<file path="config.mk">
export PLATFORM = sky130hd
export DESIGN_NAME = spl_instrn_sched
export DESIGN_NICKNAME = d
export VERILOG_FILES = /design/src/rtl/spl_instrn_sched.sv
export SDC_FILE = /design/constraint.sdc
export NUM_CORES = 1
export LEC_CHECK = 0
export CORE_UTILIZATION = 47
export CTS_CLUSTER_SIZE = 28
export DETAILED_ROUTE_END_ITERATION = 10
export PLACE_DENSITY = 0.76
export SETUP_SLACK_MARGIN = 0.2
export SYNTH_ARGS = -nofsm -noshare
export SYNTH_HDL_FRONTEND = slang
export SYNTH_SLANG_ARGS = --single-unit
</file>
<file path="constraint.sdc">
create_clock -name mem_clk -period 1.8 [get_ports mem_clk]
set_input_delay 0.45 -clock mem_clk [delete_from_list [all_inputs] [get_ports mem_clk]]
set_output_delay 0.45 -clock mem_clk [all_outputs]
set_load 0.005 [all_outputs]
</file>
<file path="src/rtl/spl_instrn_sched.sv">
// ============================================================================
// Module   : spl_instrn_sched
// Brief    : Shares the controller engine between AXI transfers and queued CSR
//            special instructions, with AXI/CSR alternation fairness.
//            Optional watchdog: define SPL_INSTRN_TIMEOUT_EN.
// Revision : 1.0 - initial release
// ============================================================================
`default_nettype none

module spl_instrn_sched #(
  parameter int                   TIMEOUT_W   = 16,
  parameter logic [TIMEOUT_W-1:0] TIMEOUT_VAL = 16'hFFFF
) (
  input  logic       mem_clk,
  input  logic       mem_rst,
  input  logic       csr_cmd_req,
  input  logic       csr_rd_req,
  input  logic       axi_xfer_req,
  input  logic       axi_xfer_done,
  output logic       axi_xfer_gnt,
  output logic       eng_start,
  output logic [1:0] eng_sel,
  input  logic       eng_done,
  output logic       csr_cmd_xfer_success,
  output logic       csr_rd_xfer_success,
  output logic       csr_xfer_timeout,
  output logic       sched_busy
);

  typedef enum logic [1:0] {
    S_IDLE  = 2'd0,
    S_AXI   = 2'd1,
    S_START = 2'd2,
    S_WAIT  = 2'd3
  } state_t;

  localparam logic [1:0] c_SEL_AXI = 2'b00;
  localparam logic [1:0] c_SEL_CMD = 2'b01;
  localparam logic [1:0] c_SEL_RD  = 2'b10;

  state_t     r_state;
  logic       r_cmd_pend;
  logic       r_rd_pend;
  logic       r_act_rd;
  logic       r_last_csr;
  logic       r_gnt;
  logic       r_start;
  logic [1:0] r_sel;
  logic       r_cmd_succ;
  logic       r_rd_succ;
  logic       r_timeout;

  logic w_idle;
  logic w_pick_axi;
  logic w_pick_cmd;
  logic w_pick_rd;
  logic w_expire;

  // AXI yields to pending CSR work only when the previous grant was AXI.
  assign w_idle     = (r_state == S_IDLE);
  assign w_pick_axi = w_idle && axi_xfer_req && (r_last_csr || !(r_cmd_pend || r_rd_pend));
  assign w_pick_cmd = w_idle && !w_pick_axi && r_cmd_pend;
  assign w_pick_rd  = w_idle && !w_pick_axi && !r_cmd_pend && r_rd_pend;

`ifdef SPL_INSTRN_TIMEOUT_EN
  localparam logic [TIMEOUT_W-1:0] c_WDOG_ONE = {{(TIMEOUT_W-1){1'b0}}, 1'b1};

  logic [TIMEOUT_W-1:0] r_wdog;

  always_ff @(posedge mem_clk or posedge mem_rst) begin
    if (mem_rst) begin
      r_wdog <= '0;
    end else if (r_state == S_START) begin
      r_wdog <= TIMEOUT_VAL;
    end else if ((r_state == S_WAIT) && (r_wdog != '0)) begin
      r_wdog <= r_wdog - c_WDOG_ONE;
    end
  end

  // Expires on the wait cycle whose decrement brings the count to zero.
  assign w_expire = (r_state == S_WAIT) && (r_wdog <= c_WDOG_ONE);
`else
  // No watchdog: parameters only feed a constant-false term.
  assign w_expire = 1'b0 && (TIMEOUT_VAL != '0) && (TIMEOUT_W > 0);
`endif

  always_ff @(posedge mem_clk or posedge mem_rst) begin
    if (mem_rst) begin
      r_state    <= S_IDLE;
      r_cmd_pend <= 1'b0;
      r_rd_pend  <= 1'b0;
      r_act_rd   <= 1'b0;
      r_last_csr <= 1'b0;
      r_gnt      <= 1'b0;
      r_start    <= 1'b0;
      r_sel      <= c_SEL_AXI;
      r_cmd_succ <= 1'b0;
      r_rd_succ  <= 1'b0;
      r_timeout  <= 1'b0;
    end else begin
      r_start    <= 1'b0;
      r_cmd_succ <= 1'b0;
      r_rd_succ  <= 1'b0;
      r_timeout  <= 1'b0;
      // A new request always lands, even on the cycle its flag is consumed.
      r_cmd_pend <= csr_cmd_req | (r_cmd_pend & ~w_pick_cmd);
      r_rd_pend  <= csr_rd_req  | (r_rd_pend  & ~w_pick_rd);
      case (r_state)
        S_IDLE: begin
          if (w_pick_axi) begin
            r_state    <= S_AXI;
            r_gnt      <= 1'b1;
            r_sel      <= c_SEL_AXI;
            r_last_csr <= 1'b0;
          end else if (w_pick_cmd || w_pick_rd) begin
            r_state    <= S_START;
            r_act_rd   <= w_pick_rd;
            r_start    <= 1'b1;
            r_sel      <= w_pick_rd ? c_SEL_RD : c_SEL_CMD;
            r_last_csr <= 1'b1;
          end
        end
        S_AXI: begin
          if (axi_xfer_done) begin
            r_state <= S_IDLE;
            r_gnt   <= 1'b0;
          end
        end
        S_START: begin
          r_state <= S_WAIT;
        end
        S_WAIT: begin
          if (eng_done) begin
            r_state    <= S_IDLE;
            r_sel      <= c_SEL_AXI;
            r_cmd_succ <= ~r_act_rd;
            r_rd_succ  <= r_act_rd;
          end else if (w_expire) begin
            r_state   <= S_IDLE;
            r_sel     <= c_SEL_AXI;
            r_timeout <= 1'b1;
          end
        end
        default: begin
          r_state <= S_IDLE;
        end
      endcase
    end
  end

  assign axi_xfer_gnt         = r_gnt;
  assign eng_start            = r_start;
  assign eng_sel              = r_sel;
  assign csr_cmd_xfer_success = r_cmd_succ;
  assign csr_rd_xfer_success  = r_rd_succ;
  assign csr_xfer_timeout     = r_timeout;
  assign sched_busy           = (r_state != S_IDLE) || r_cmd_pend || r_rd_pend;

endmodule

`default_nettype wire

</file>
==> results of run 1 <==
==> layer usage <==
metal,up-vias,GRT usage (%)
li1,267,-
met1,273,27.86
met2,16,37.92
met3,4,5.114
met4,0,12.93
met5,-,0
==> final cells by class <==
cell class | count | share of cell area [%]
multi-input combinational | 41 | 37.92
sequential | 12 | 31.17
timing repair buffer | 25 | 23.25
clock buffer | 4 | 3.766
inverter | 5 | 1.948
tap | 15 | 1.948
==> synth_stat cells, types with 2 or more instances <==
master   count
dfrtp_1     12
o21ai_0      2
o22ai_1      2
a21oi_1      2
ha_1         5
nor2_1       3
nand2_1      3
inv_1        5
==> worst max-delay path, delay by kind of cell, from the launching register on <==
family | cells | cell delay (ns)
fa+ha+maj | 1 | 0.16
flops | 1 | 0.38
buf+inv | 2 | 0.18
compound gates | 1 | 0.22
simple gates | 2 | 0.53
==> timing repair <==
item	in CTS	in global routing
gates cloned	0	0
endpoints found under the setup margin	5	7
setup buffers	3	1
resized for setup	11	5
pin swaps	0	1
hold endpoints to repair	0	0
==> per-stage QoR <==
| step | setup slack, ns | total power, mW | util, % | setup TNS, ns |
|---|---|---|---|---|
| finish | 0.2058 | 1.587 | 74.04 | 0 |
| global route | 0.1591 | 1.682 | 74.04 | 0 |
| CTS | 0.2078 | 1.525 | 72.21 | 0 |
| detailed placement | -0.07171 | 1.173 | 65.77 | -0.1528 |
| global placement | -0.02006 | 1.153 | 65.77 | -0.02190 |
| floorplan | 0.2495 | 0.8839 | - | 0 |
==> cells by family (layout without fill, tap and decap cells) <==
| logic type | count (synthesis) | after routing |
|---|---|---|
| muxes | 2 | 2 |
| other | 1 | 1 |
| and+or+nand+nor | 17 | 17 |
| buffers and inverters | 6 | 34 |
| AOI/OAI and AO/OA | 16 | 16 |
| DFF | 12 | 12 |
| adders and majority gates | 5 | 5 |
==> registers in the layout, summed over array words and instances, names as in the netlist <==
name	flops
axi_xfer_gnt	1
csr_cmd_xfer_success	1
csr_rd_xfer_success	1
eng_sel	2
eng_start	1
r_act_rd	1
r_cmd_pend	1
r_last_csr	1
r_rd_pend	1
r_state	2
==> power by group <==
part           switching [mW]  internal, mW
clock network          0.0976         0.123
logic                   0.400         0.531
registers              0.0584         0.377
total                   0.556          1.03
==> worst max path at each step <==
| stage | from | endpoint | slack (ns) | cells after the start |
|---|---|---|---|---|
| CTS | eng_sel[1] | eng_sel[1] | 0.21 | 1 |
| global route | r_state[0] | r_state[0] | 0.16 | 6 |
| finish | r_state[1] | eng_sel[0] | 0.21 | 6 |
| floorplan | r_state[0] | eng_sel[0] | 0.25 | 5 |
| detailed placement | axi_xfer_req | eng_sel[0] | -0.07 | 4 |
| global placement | axi_xfer_req | eng_sel[0] | -0.02 | 4 |
==> reports/metrics.yaml, run 1 <==
finalCriticalPeriod_ns: 1.594
synth-xor-area-share_pct: 0
critical-path-max-stage-delay_ns: 0.39
synth_top_area_share_pct: 45.89
status: "complete, no violations"
multiInputGateArea_um2: 365.4
post_drt_wl_per_cell_um: 14.76
fin_nets: 100
rr_worst_depth: 6
synthArstFlopShare_pct: 100.0
hold-path-cell-count: 1
ys.flop_type: "dfrtp_1"
nFillCells: 97
placed_area_um2: 855.8
seq_area_frac_synth_pct: 45.89
yosysWarnings: 0
hold_slack_ns: 0.4571
n_antenna_cell: 0
met1_length_um: 658
r2r_setup_slack_ns: 0.21
synth_seq_cells: 12
synth_area_um2: 654.4
max_cap_violations: 0
max_freq_mhz: 627.3
start_util_pct: 50.29
cp-start-kind: "flip-flop"
required_ns: 1.97
synth_top_area_cell: "dfrtp_1"
dieHeight_um: 39.32
grt_pass1_wl_um: 2270
clock_skew_ns: 0.003032
synth_edf_count: 0
yosys.area_share.adder_pct: 9.560
powerDensity_nw_per_um2: 1647
wl_met2_um: 763
insertion_delay_ns: 0.28
grt-ovfl-total: 0
leakage_nw: 0.4581
ctsHoldBuffers: 0
drt-initial-drc-count: 10
die_area_um2: 1546
critPathMaxFanout: 7
worstPathArrival_ns: 1.76
drive_above_1_share_pct: 35.63
cts-buffers-inserted: 3
synth_area_leaders: "dfrtp_1, ha_1, nor4b_4"
crit-reg2reg-launch: "r_state[1]"
finalSetupViolCount: 0
rsz0062_at_grt: "yes"
period_share_pct: 88.57
synth_nets: 71
grt_usage_pct: 23.20
synthMuxAreaShare_pct: 3.824
criticalPathCategory: "reg2reg"
route.met3.wl_um: 57
ant_nets: 0
vdd_drop_max_mv: 0.7282
antenna_found_initial: 0
most-common-layout-cells: "dfrtp_1, buf_4, clkdlybuf4s50_1"
via_per_inst: 5.490
instances_no_fill: 102
synth-compound-area-share_pct: 18.74
ctsLongestPathBuffers: 2
min_from: "r_act_rd"
final_hold_viol_count: 0
drt-total-wl_um: 1506
synth-simple-area-share_pct: 17.40
cts_sinks: 12
post-place-cells: 94
path_cells: "inv_2 > ha_4 > buf_6 > nor4b_4 > or3_4 > a32o_1"
first_global_vias: 486
final_common_cell: "dfrtp_1"
core_area_um2: 1301
gp_congestion: 0.7894
drv_slew: 0
vias: 560
die_width_um: 39.32
cts_htree_levels: 1
fin_area_um2: 963.4
drc: 0
syn_area_per_cell_um2: 11.09
drtPass1Iterations: 4
holdCritPathClass: "reg2reg"
syn_inst: 59
cts-root-buf: "clkbuf_4"
syn_to_final_growth_pct: 47.23
synth_top_family_by_area: "compound AO/OA/AOI/OAI gates"
num_rows: 13
worstSetupEndpointType: "flip-flop"
cts_tree: "yes"
yosysUniqueCellTypes: 33
io_pins: 15
port_buffers: 13
hold_end: "csr_cmd_xfer_success"
routed.top_layer: "met4"
ff_latch_area_um2: 300.3
grt_max_degree: 13
crit_slowest_cell: "or3_4"
r2r_end: "eng_sel[0]"
cts.clk_slew.worst_paths_ns: 0.08
hpwlAfterDp_um: 953.8
No activity file was read; power rests on OpenSTA's default activity.
==> inputs of run 2 (changes only) <==
--- a/config.mk
+++ b/config.mk
@@ -8,6 +8,7 @@
 export CORE_UTILIZATION = 47
 export CTS_CLUSTER_SIZE = 28
 export DETAILED_ROUTE_END_ITERATION = 10
+export GPL_TIMING_DRIVEN = 0
 export PLACE_DENSITY = 0.76
 export SETUP_SLACK_MARGIN = 0.2
 export SYNTH_ARGS = -nofsm -noshare
==> reports/metrics.yaml, run 2 (same netlist as run 1, synthesis figures left out) <==
drt-total-wl_um: 1421  # -5.6%
drv_slew: 0  # unchanged
status: "complete, no violations"
finalSetupViolCount: 0  # unchanged
ctsLongestPathBuffers: 2  # unchanged
worst_slack_ns: 0.1872  # -0.01859 ns
cts.clk_slew.worst_paths_ns: 0.08  # about the same
n_antenna_cell: 0  # unchanged
first_global_vias: 487  # +0.21%
holdCritPathClass: "reg2reg"
p_sw_share_pct: 35.56  # +0.53 points
dieHeight_um: 39.32  # unchanged
insertion_delay_ns: 0.27  # about the same
finalCriticalPeriod_ns: 1.613  # +0.01859 ns
num_rows: 13  # unchanged
drtPass1Iterations: 3  # -1
antenna_found_initial: 0  # unchanged
powerDensity_nw_per_um2: 1625  # -1.4%
cts-buffers-inserted: 3  # unchanged
clock_skew_ns: 0.008532  # +0.005500 ns
die_width_um: 39.32  # unchanged
grt_pass1_wl_um: 2194  # -3.3%
cts_sinks: 12  # unchanged
cts_tree: "yes"
critPathMaxFanout: 4  # -3
grt-ovfl-total: 0  # unchanged
rsz0062_at_grt: "yes"
combPwrFrac_pct: 58.8  # about the same
tns_ns: 0  # unchanged
core_area_um2: 1301  # unchanged
post_drt_wl_per_cell_um: 14.21  # -3.8%
die_area_um2: 1546  # unchanged
cp-start-kind: "flip-flop"
most-common-layout-cells: "buf_4, dfrtp_1, clkdlybuf4s50_1"
hold_slack_ns: 0.4421  # -0.01500 ns
drt-initial-drc-count: 16  # +6
port_buffers: 13  # unchanged
syn_to_final_growth_pct: 43.59
final_hold_viol_count: 0  # unchanged
criticalPathCategory: "reg2reg"
fin_area_um2: 939.7  # -2.5%
io_pins: 15  # unchanged
finalPower_mw: 1.527  # -3.8%
p_sw_mw: 0.5429  # -2.3%
leakage_nw: 0.4487  # -2.0%
gp_congestion: 0.7461  # -5.5%
cts_htree_levels: 1  # unchanged
grt_usage_pct: 21.49  # -1.7 points
clkPwrFrac_pct: 11.0  # -2.9 points
place_ws_ns: -0.1395  # -0.06780 ns
period_share_pct: 89.60  # +1.0 points
vdd_drop_max_mv: 0.7988  # +9.7%
worstPathArrival_ns: 1.78  # +0.02 ns
worstSetupEndpointType: "flip-flop"
vias: 515  # -8.0%
required_ns: 1.96  # about the same
cts-root-buf: "clkbuf_4"
hpwlAfterDp_um: 828.7  # -13%
start_util_pct: 50.29  # unchanged
seq_power_share_pct: 30.2  # +2.8 points
instances_no_fill: 100  # -2.0%
max_freq_mhz: 620.0  # -1.2%
fin_util_pct: 72.21  # -1.8 points
via_per_inst: 5.150  # -6.2%
p_int_mw: 0.9840  # -4.6%
post-place-cells: 87  # -7.4%
ant_nets: 0  # unchanged
placed_area_um2: 803.3  # -6.1%
drive_above_1_share_pct: 36.47  # +0.84 points
max_cap_violations: 0  # unchanged
fin_nets: 99  # -1.0%
drc: 0  # unchanged
grt_max_degree: 13  # unchanged
-- run 2: cell types whose count changed in the layout (fill, tap and decap cells not counted), sizes merged --
cell  before  now
buf       13   11
-- run 2: final timing paths --
path / slack (ns) / to / cells after the start / startpoint
max in group asynchronous: 0.97 / r_cmd_pend / 2 / mem_rst
worst max register to register: 0.19 / eng_sel[0] / 6 / r_state[0]
worst max-delay path: 0.19 / eng_sel[0] / 6 / r_state[0]
worst min-delay path: 0.44 / csr_cmd_xfer_success / 1 / r_act_rd
min in group asynchronous: 0.48 / r_state[1] / 2 / mem_rst
worst min register to register: 0.44 / csr_cmd_xfer_success / 1 / r_act_rd
-- run 2: final cells by class --
cell class	instances	area [um2]
Tap cell	15	18.77
Sequential cell	12	302.8
Multi-Input combinational cell	41	360.3
Fill cell	106	361.6
Timing Repair Buffer	23	209.0
Inverter	5	18.77
Clock buffer	3	22.52
Buffer	1	7.507
-- run 2: routing by layer --
layer	GRT usage [%]	vias to the layer above	part of all wire, %
li1	-	263	-
met1	27.05	242	48
met2	35.83	8	49
met3	3.409	2	2.3
met4	9.483	0	1.1
met5	0	-	0
-- run 2: repair_timing --
action / in CTS / in global routing
setup buffers: 5 / 5
resized for setup: 11 / 6
pin swaps: 1 / 1
hold buffers: 0 / 0
endpoints found under the setup margin: 4 / 8
-- run 2: power groups by stage --
stage | Combinational [mW] | Clock [mW] | Sequential (mW)
finish | 0.898 | 0.169 | 0.461
global route | 0.974 | 0.183 | 0.472
detailed placement | 0.613 | 0 | 0.469
CTS | 0.771 | 0.169 | 0.458
global placement | 0.600 | 0 | 0.462
floorplan | 0.429 | 0 | 0.455
-- run 2: critical path, stage by stage (launching register included) --
cell	delay [ns]
dfrtp_1	0.40
inv_2	0.07
ha_4	0.18
buf_6	0.12
nor4b_4	0.13
or3_4	0.38
a32o_1	0.21
==> inputs of run 3 (changes only) <==
--- a/config.mk
+++ b/config.mk
@@ -5,6 +5,7 @@
 export SDC_FILE = /design/constraint.sdc
 export NUM_CORES = 1
 export LEC_CHECK = 0
+export CORE_MARGIN = 2
 export CORE_UTILIZATION = 47
 export CTS_CLUSTER_SIZE = 28
 export DETAILED_ROUTE_END_ITERATION = 10
==> reports/metrics.yaml, run 3 (same netlist as run 1, synthesis figures left out) <==
cts_tree: "yes"
ctsHoldBuffers: 0  # unchanged
grt-ovfl-total: 0  # unchanged
final_common_cell: "dfrtp_1"
placed_area_um2: 803.3  # unchanged
fin_util_pct: 71.25  # -0.96 points
worstPathArrival_ns: 1.75  # -0.03 ns
grt_usage_pct: 18.83  # -2.7 points
worst_slack_ns: 0.2153  # +0.02808 ns
max_cap_violations: 0  # unchanged
die_width_um: 41.32  # +5.1%
cts-buffers-inserted: 3  # unchanged
ant_nets: 0  # unchanged
critical-path-max-stage-delay_ns: 0.53  # +0.13 ns
rsz0062_at_grt: "yes"
first_global_vias: 466  # -4.3%
leakage_nw: 0.4665  # +4.0%
period_share_pct: 88.04  # -1.6 points
critPathMaxFanout: 5  # +1
n_antenna_cell: 0  # unchanged
hpwlAfterDp_um: 885.1  # +6.8%
path_cells: "clkdlybuf4s50_1 > nor4b_4 > nor3_2 > mux2_4"
grt_pass1_wl_um: 2001  # -8.8%
max_freq_mhz: 631.0  # +1.8%
port_buffers: 13  # unchanged
most-common-layout-cells: "dfrtp_1, buf_4, clkdlybuf4s50_1"
final_hold_viol_count: 0  # unchanged
vdd_drop_max_mv: 0.8382  # +4.9%
drive_above_1_share_pct: 33.73  # -2.7 points
fin_area_um2: 927.1  # -1.3%
cts.clk_slew.worst_paths_ns: 0.07  # about the same
holdCritPathClass: "reg2reg"
core_area_um2: 1301  # unchanged
insertion_delay_ns: 0.28  # about the same
syn_to_final_growth_pct: 41.68
drc: 0  # unchanged
drv_slew: 0  # unchanged
gp_congestion: 0.7211  # -3.4%
finalSetupViolCount: 0  # unchanged
criticalPathCategory: "in2reg"
post_drt_wl_per_cell_um: 13.56  # -4.6%
dieHeight_um: 41.32  # +5.1%
finalPower_mw: 1.469  # -3.8%
drt-total-wl_um: 1329  # -6.5%
crit_family: "buffers and inverters"
worstSetupEndpointType: "flip-flop"
required_ns: 1.97  # about the same
drt-initial-drc-count: 4  # -12
nFillCells: 110  # +3.8%
die_area_um2: 1707  # +10%
ctsLongestPathBuffers: 2  # unchanged
drtPass1Iterations: 3  # unchanged
finalCriticalPeriod_ns: 1.585  # -0.02808 ns
num_rows: 13  # unchanged
clock_skew_ns: 0.004408  # -0.004124 ns
antenna_found_initial: 0  # unchanged
place_ws_ns: -0.1215  # +0.01806 ns
crit_slowest_cell: "clkdlybuf4s50_1"
status: "complete, no violations"
vias: 519  # +0.78%
cp-start-kind: "input port"
via_per_inst: 5.296  # +2.8%
grt_max_degree: 13  # unchanged
cp_num_buf_inv: 1  # -1
cts_htree_levels: 1  # unchanged
powerDensity_nw_per_um2: 1585  # -2.5%
cts-root-buf: "clkbuf_4"
start_util_pct: 50.29  # unchanged
io_pins: 15  # unchanged
cts_sinks: 12  # unchanged
fin_nets: 97  # -2.0%
[run 3: metal layers]
metal	global-route usage (%)	vias up	wire length (um)
met2	28.52	11	628
met3	4.787	2	65
met5	0	-	0
met4	9.677	0	14
li1	-	257	-
met1	24.67	249	621
[run 3: per-stage QoR]
step	hold WS, ns	TNS, ns	cells
after floorplan	0.3147	0	59
after global placement	0.4335	-0.1242	87
after detailed placement	0.4375	-0.2171	87
after CTS	0.4489	0	95
after global routing	0.4636	0	98
final	0.4442	0	98
[run 3: what timing repair did]
item / CTS / global route
endpoints found under the setup margin: 4 / 8
pin swaps: 1 / 2
endpoints found under the hold margin: 0 / 0
gates resized for setup: 11 / 7
setup buffers: 5 / 3
[run 3: final timing paths]
path,start,to,slack [ns],cells after the start
worst min-delay path,r_act_rd,csr_cmd_xfer_success,0.44,1
min in group asynchronous,mem_rst,r_last_csr,0.48,2
worst max register to register,r_state[0],eng_sel[0],0.22,6
max in group asynchronous,mem_rst,r_cmd_pend,0.97,2
worst min register to register,r_act_rd,csr_cmd_xfer_success,0.44,1
worst max-delay path,axi_xfer_req,r_state[0],0.22,4
[run 3: power breakdown]
group	switching, mW	total, mW	internal [mW]
registers	0.0785	0.458	0.379
logic	0.343	0.844	0.501
clock network	0.0897	0.167	0.0776
total	0.511	1.47	0.958
[run 3: final cells by class]
class                   count  area [um2]  area share (%)
multi-input cells          41       357.8           38.60
flip-flops and latches     12       302.8           32.66
repair buffers             21       198.9           21.46
clock buffers               3       22.52           2.429
inverters                   5       18.77           2.024
well taps                  15       18.77           2.024
plain buffers               1       7.507          0.8097
